--- src/rtl/debug_button_conditioner.sv ---
// Per-channel push-button conditioner: 2-flop sync, counter debounce, press/release
// strobes and hold-to-repeat fire pulses. The release strobe port is release_pulse.
module debug_button_conditioner #(
    parameter int NBTN            = 4,
    parameter int DEBOUNCE_CYCLES = 500000,
    parameter int HOLD_CYCLES     = 50000000,
    parameter int REPEAT_CYCLES   = 10000000,
    parameter int CNT_WIDTH       = 26
) (
    input  logic            CLK100MHZ,
    input  logic            reset,
    input  logic [NBTN-1:0] btn_raw,
    input  logic [NBTN-1:0] repeat_en,
    output logic [NBTN-1:0] level,
    output logic [NBTN-1:0] press,
    output logic [NBTN-1:0] release_pulse,
    output logic [NBTN-1:0] fire
);

    localparam logic [CNT_WIDTH-1:0] DB_LAST   = CNT_WIDTH'(DEBOUNCE_CYCLES - 1);
    localparam logic [CNT_WIDTH-1:0] HOLD_LAST = CNT_WIDTH'(HOLD_CYCLES - 1);
    localparam logic [CNT_WIDTH-1:0] REP_LAST  = CNT_WIDTH'(REPEAT_CYCLES - 1);

    localparam logic [1:0] ST_IDLE      = 2'd0;
    localparam logic [1:0] ST_WAIT_HOLD = 2'd1;
    localparam logic [1:0] ST_REPEAT    = 2'd2;

    for (genvar g = 0; g < NBTN; g++) begin : g_ch
        logic                 sync1;
        logic                 sync2;
        logic                 lvl;
        logic                 prs;
        logic                 rls;
        logic                 fir;
        logic [CNT_WIDTH-1:0] dcnt;
        logic [CNT_WIDTH-1:0] hcnt;
        logic [1:0]           state;
        logic                 accept;
        logic                 rise;
        logic                 fall;

        always_comb begin
            accept = (sync2 != lvl) && (dcnt == DB_LAST);
            rise   = accept && sync2;
            fall   = accept && !sync2;
        end

        always_ff @(posedge CLK100MHZ) begin
            if (reset) begin
                sync1 <= 1'b0;
                sync2 <= 1'b0;
                lvl   <= 1'b0;
                prs   <= 1'b0;
                rls   <= 1'b0;
                fir   <= 1'b0;
                dcnt  <= '0;
                hcnt  <= '0;
                state <= ST_IDLE;
            end else begin
                sync1 <= btn_raw[g];
                sync2 <= sync1;
                prs   <= rise;
                rls   <= fall;

                if (sync2 == lvl || accept) begin
                    dcnt <= '0;
                end else begin
                    dcnt <= dcnt + 1'b1;
                end
                if (accept) begin
                    lvl <= sync2;
                end

                // Release overrides any pending hold/repeat tick in the same edge.
                fir <= 1'b0;
                if (fall) begin
                    state <= ST_IDLE;
                    hcnt  <= '0;
                end else begin
                    case (state)
                        ST_IDLE: begin
                            if (rise) begin
                                state <= ST_WAIT_HOLD;
                                hcnt  <= '0;
                                fir   <= 1'b1;
                            end
                        end
                        ST_WAIT_HOLD: begin
                            if (hcnt == HOLD_LAST) begin
                                state <= ST_REPEAT;
                                hcnt  <= '0;
                                fir   <= repeat_en[g];
                            end else begin
                                hcnt <= hcnt + 1'b1;
                            end
                        end
                        ST_REPEAT: begin
                            if (hcnt == REP_LAST) begin
                                hcnt <= '0;
                                fir  <= repeat_en[g];
                            end else begin
                                hcnt <= hcnt + 1'b1;
                            end
                        end
                        default: begin
                            state <= ST_IDLE;
                            hcnt  <= '0;
                        end
                    endcase
                end
            end
        end

        assign level[g]         = lvl;
        assign press[g]         = prs;
        assign release_pulse[g] = rls;
        assign fire[g]          = fir;
    end

endmodule

--- config.mk ---
export PLATFORM = sky130hd
export DESIGN_NAME = debug_button_conditioner
export DESIGN_NICKNAME = d
export VERILOG_FILES = /design/src/rtl/debug_button_conditioner.sv
export SDC_FILE = /design/constraint.sdc
export NUM_CORES = 1
export LEC_CHECK = 0
export ABC_CLOCK_PERIOD_IN_PS = 5100
export BUFFER_PORTS_ARGS = -buffer_cell sky130_fd_sc_hd__buf_4
export CORE_MARGIN = 3
export CORE_UTILIZATION = 50
export CTS_CLUSTER_DIAMETER = 30
export DETAILED_ROUTE_END_ITERATION = 6
export PLACE_DENSITY = 0.78
export SKIP_CTS_REPAIR_TIMING = 1
export SLEW_MARGIN = 10
export SYNTH_ARGS = -nofsm -noshare
export SYNTH_HDL_FRONTEND = slang
export SYNTH_SLANG_ARGS = --single-unit
export TNS_END_PERCENT = 1
--- constraint.sdc ---
create_clock -name CLK100MHZ -period 5.1 [get_ports CLK100MHZ]
set_input_delay 0 -clock CLK100MHZ [delete_from_list [all_inputs] [get_ports CLK100MHZ]]
set_output_delay 0 -clock CLK100MHZ [all_outputs]
set_load 0.005 [all_outputs]
==> impl_summary.log <==
INFO  metric portBuffers = 25
INFO  metric synthesis.area = 11,500 µm²
INFO  metric fin_crit = slightly above 3 ns
INFO  metric setup_violations = 0
INFO  metric unrepaired_setup_endpoints_after_global_routing = false
INFO  metric timing.reg2reg.worst_path_depth = 6
INFO  metric dr.pass1.iters = 5
INFO  metric synth_top_family_by_area = simple AND/OR/NAND/NOR gates
INFO  metric cts-buffers-inserted = 48
INFO  metric timing.hold.worst_path_depth = 5
INFO  metric grt_pass1_wl = slightly above 40,000 µm
INFO  metric synthCells = between 1,000 and 1,500
INFO  metric final_core_util = 0.614
INFO  metric finalHoldViolCount = 1
INFO  metric hold_path.startpoint = repeat_en[2]
INFO  metric clkSinkCount = 240
INFO  metric routed-via-count = around 9,400
INFO  metric crit-reg2reg-capture = g_ch[2].hcnt[5]
INFO  metric routed_wirelength = about 24,000 µm
INFO  metric start_util = 0.517
INFO  metric relative_contribution_of_the_clock_network_to_total_power = 0.618
INFO  metric globalRouteTotalUtil = 0.190
INFO  metric netlist-cell-type-count = between 60 and 70
INFO  metric cp.required = 5.46 ns
INFO  metric p_leak = 4.81 nW
INFO  metric synthSimpleGateAreaFrac = 0.320
INFO  metric violation_count_after_the_first_detailed_route_iteration = 789
INFO  metric fraction_of_the_yosys_area_taken_by_sequential_cells = 0.418
INFO  metric achievable-frequency = 325 MHz
INFO  metric worst_skew_pair.late_latency = 0.52 ns
INFO  metric postRouteAntennaNets = 0
INFO  metric antennaDiodeCount = 0
INFO  metric drv_cap = 0
INFO  metric power_per_cell_area = 393 nW/µm²
INFO  metric clock_tree_from_tritoncts = built
INFO  metric clock_tree.buffer_depth = 3
INFO  metric final_net_count = 1,402
INFO  metric critical_path.endpoint_type = flip-flop
INFO  metric setup.worst_path.class = flip-flop to flip-flop
INFO  metric power.share.sequential = 0.355
INFO  metric area_share_of_fa_ha_maj_cells_after_synthesis = 0.0316
INFO  metric maxSlewViolCount = 0
INFO  metric remaining_drc_errors = 0
INFO  metric top_level_port_count = 26
INFO  metric critPathMaxFanout = 24
INFO  metric period_utilisation_layout = 0.604
INFO  metric asyncSetResetFlopFracSynth = 0
INFO  metric p_sw = ~1.1 mW
INFO  metric p_int = ~4.3 mW
INFO  metric part_of_the_total_power_dissipated_in_combinational_logic = 0.027
INFO  metric run_status = finished with violations
INFO  metric syn_avg_cell_area = 8.63 µm²
INFO  metric grt_pass1_vias = 8,869
INFO  metric die_height = 158 µm
INFO  metric yosysWarnings = 0
INFO  metric area_overhead_vs_synth = 18.7%
INFO  metric gpl.final_weighted_congestion = 0.853
INFO  metric cts_root_buffer = sky130_fd_sc_hd__clkbuf_16
INFO  metric muxShareOfSynthArea = 0.00882
INFO  metric hold_path.class = input pin to flip-flop
INFO  metric synth_fp_nets = about 1,400
INFO  metric synth-compound-area-share = 0.0507
INFO  metric startpoint_type = flip-flop
INFO  metric worst_r2r_startpoint = g_ch[2].dcnt[0]
INFO  metric synth_xor_xnor_area_share = 0.135
INFO  metric final.setup_skew = between 0.008 and 0.009 ns
INFO  metric holdPathEnd = g_ch[2].fir
INFO  metric most_instantiated_flip_flop_cell_in_the_synthesis_netlist = sky130_fd_sc_hd__dfxtp_1
INFO  metric failed_checks = hold timing
INFO  metric grt_max_degree = 27
INFO  metric die-area = 24,800 µm²
INFO  metric critical_path_arrival = 3.44 ns
INFO  metric grt.overflow.total = 0
INFO  metric antenna_violations_before_repair = 0
INFO  metric core-area = 22,200 µm²
INFO  metric slew_headroom = 0.289
INFO  metric synth_enable_flop_cells = 0
INFO  metric irDropWorstVdd = 0.211 mV
INFO  metric worstMarginPinSlew = 1.07 ns
INFO  metric fp-row-count = 54
INFO  metric timing.setup.tns = 0 ns
INFO  metric h-tree-depth = 2
INFO  metric postSynthRegisterBits = 240
INFO  metric route.detailed.wl_per_inst = around 14 µm
INFO  metric floorplan.die.width = between 150 and 200 µm
INFO  metric final.hold.worst_slack = -0.0315 ns
INFO  metric power.switching_fraction = 0.201
INFO  metric dp_hpwl = between 15,000 and 20,000 µm
INFO  metric drive_above_1_share = 0.0930
INFO  metric detail_route.vias_per_cell = 5.59
INFO  metric clkSlewWorstSetupHoldPaths = 0.05 ns
INFO  metric r2r_setup_slack = 2.02 ns
==> critical path, cell delays in order, from the launching register on <==
cell and delay [ns]:
sky130_fd_sc_hd__dfxtp_1 0.37, sky130_fd_sc_hd__ha_1 0.25, sky130_fd_sc_hd__nand4_2 0.17, sky130_fd_sc_hd__or4_1 0.66, sky130_fd_sc_hd__o41a_1 0.53, sky130_fd_sc_hd__o21bai_2 0.80
sky130_fd_sc_hd__nor2_1 0.14
==> power groups by stage <==
stage	combinational [mW]	sequential [mW]	clock, mW
6_report	0.144	1.90	3.31
3_3_place_gp	0.131	1.93	0
3_5_place_dp	0.135	1.93	0
5_1_grt	0.160	1.90	3.47
4_1_cts	0.136	1.90	3.37
2_1_floorplan	0.106	1.93	0
==> layer usage <==
| metal | vias to the layer above | GRT usage | part of all wire |
|---|---|---|---|
| met5 | - | 0 | 0 |
| met4 | 0 | 0.0678 | 0.022 |
| met3 | 49 | 0.0355 | 0.042 |
| met2 | 191 | 0.311 | 0.47 |
| met1 | 4432 | 0.252 | 0.46 |
| li1 | 4716 | - | - |
==> cells in the mapped netlist, types with 3 or more instances <==
master,number,area share
sky130_fd_sc_hd__a31oi_1,9,0.0049
sky130_fd_sc_hd__o31ai_1,3,0.0020
sky130_fd_sc_hd__nand3b_1,6,0.0039
sky130_fd_sc_hd__nand4_1,72,0.039
sky130_fd_sc_hd__and4b_1,4,0.0035
sky130_fd_sc_hd__buf_2,10,0.0044
sky130_fd_sc_hd__nand2b_1,6,0.0033
sky130_fd_sc_hd__xor2_1,114,0.087
sky130_fd_sc_hd__dfxtp_1,240,0.42
sky130_fd_sc_hd__a21oi_1,21,0.0091
sky130_fd_sc_hd__and4_1,17,0.013
sky130_fd_sc_hd__nor4bb_1,6,0.0052
sky130_fd_sc_hd__o21ai_0,15,0.0065
sky130_fd_sc_hd__nor4_1,24,0.013
sky130_fd_sc_hd__inv_1,28,0.0091
sky130_fd_sc_hd__clkbuf_1,32,0.010
sky130_fd_sc_hd__nor3_1,35,0.015
sky130_fd_sc_hd__buf_4,18,0.012
sky130_fd_sc_hd__and3_1,46,0.025
sky130_fd_sc_hd__ha_1,29,0.032
sky130_fd_sc_hd__or3_1,16,0.0087
sky130_fd_sc_hd__o41a_1,3,0.0029
sky130_fd_sc_hd__nand2_1,71,0.023
sky130_fd_sc_hd__mux2i_1,9,0.0078
sky130_fd_sc_hd__nand4b_1,7,0.0053
sky130_fd_sc_hd__or4_1,4,0.0026
sky130_fd_sc_hd__nor4b_1,13,0.0099
sky130_fd_sc_hd__xnor2_1,63,0.048
sky130_fd_sc_hd__and2_1,13,0.0071
sky130_fd_sc_hd__o21a_1,4,0.0026
sky130_fd_sc_hd__nand3_1,91,0.040
sky130_fd_sc_hd__or4b_2,4,0.0035
sky130_fd_sc_hd__nor2_1,237,0.077
sky130_fd_sc_hd__nor2b_1,20,0.011
sky130_fd_sc_hd__nor3b_1,7,0.0046
==> metrics by stage <==
stage / total power [mW] / std cells / setup WS (ns) / cell area (µm²)
floorplan: 2.04 / 1332 / 2.67 / 11500
global placement: 2.06 / 1581 / 2.14 / 11800
detailed placement: 2.07 / 1581 / 2.05 / 11800
CTS: 5.40 / 1666 / 2.04 / 13500
global route: 5.52 / 1678 / 1.68 / 13600
finish: 5.36 / 1678 / 2.02 / 13600
==> state kept, by name (all words and copies together), names as in the netlist <==
name,cells
g_ch.dcnt,104
g_ch.fir,4
g_ch.hcnt,104
g_ch.lvl,4
g_ch.prs,4
g_ch.rls,4
g_ch.state,8
g_ch.sync1,4
g_ch.sync2,4
==> worst max-delay path by stage <==
stage	start	end	slack [ns]	depth (start not counted)
6_report	g_ch[2].dcnt[0]	g_ch[2].hcnt[5]	2.02	6
3_3_place_gp	g_ch[2].dcnt[0]	g_ch[2].hcnt[4]	2.14	6
5_1_grt	g_ch[1].hcnt[0]	g_ch[1].hcnt[8]	1.68	7
4_1_cts	g_ch[2].dcnt[0]	g_ch[2].hcnt[5]	2.04	6
3_5_place_dp	g_ch[2].dcnt[0]	g_ch[2].hcnt[5]	2.05	6
2_1_floorplan	g_ch[2].dcnt[0]	g_ch[2].hcnt[10]	2.67	8
==> cell usage in the layout (no fill, tap or decap), drive strengths merged, types with 6 or more instances in the layout <==
cell / count
nand4b: 7
nor4b: 13
inv: 31
nand4: 73
ha: 29
clkinv: 6
bufinv: 9
o21ai: 18
nor3: 36
nor4: 24
and3: 46
nor3b: 7
nand3: 91
clkbuf: 63
xnor2: 63
nand3b: 6
and4: 17
nand2b: 6
dfxtp: 240
xor2: 114
buf: 30
and2: 13
nor2b: 20
dlygate4sd3: 12
nand2: 72
nor2: 237
a21oi: 21
or3: 16
nor4bb: 6
a31oi: 9
mux2i: 9
==> cell families after synthesis <==
kind of cell	after synthesis
flip-flops	240
buffers and inverters	89
XOR/XNOR	177
adder cells (fa/ha/maj)	29
AO/OA/AOI/OAI	81
multiplexers	10
AND/OR/NAND/NOR	706
==> area by class of cell <==
type                       count  area (µm²)
multi-input combinational   1003        6290
sequential                   240        4800
clock buffer                  63        1380
inverter                      28         105
clock inverter                22         364
tap                          280         350
timing repair buffer          42         345
fill                        1777        8590
No activity file was read; power rests on OpenSTA's default activity.
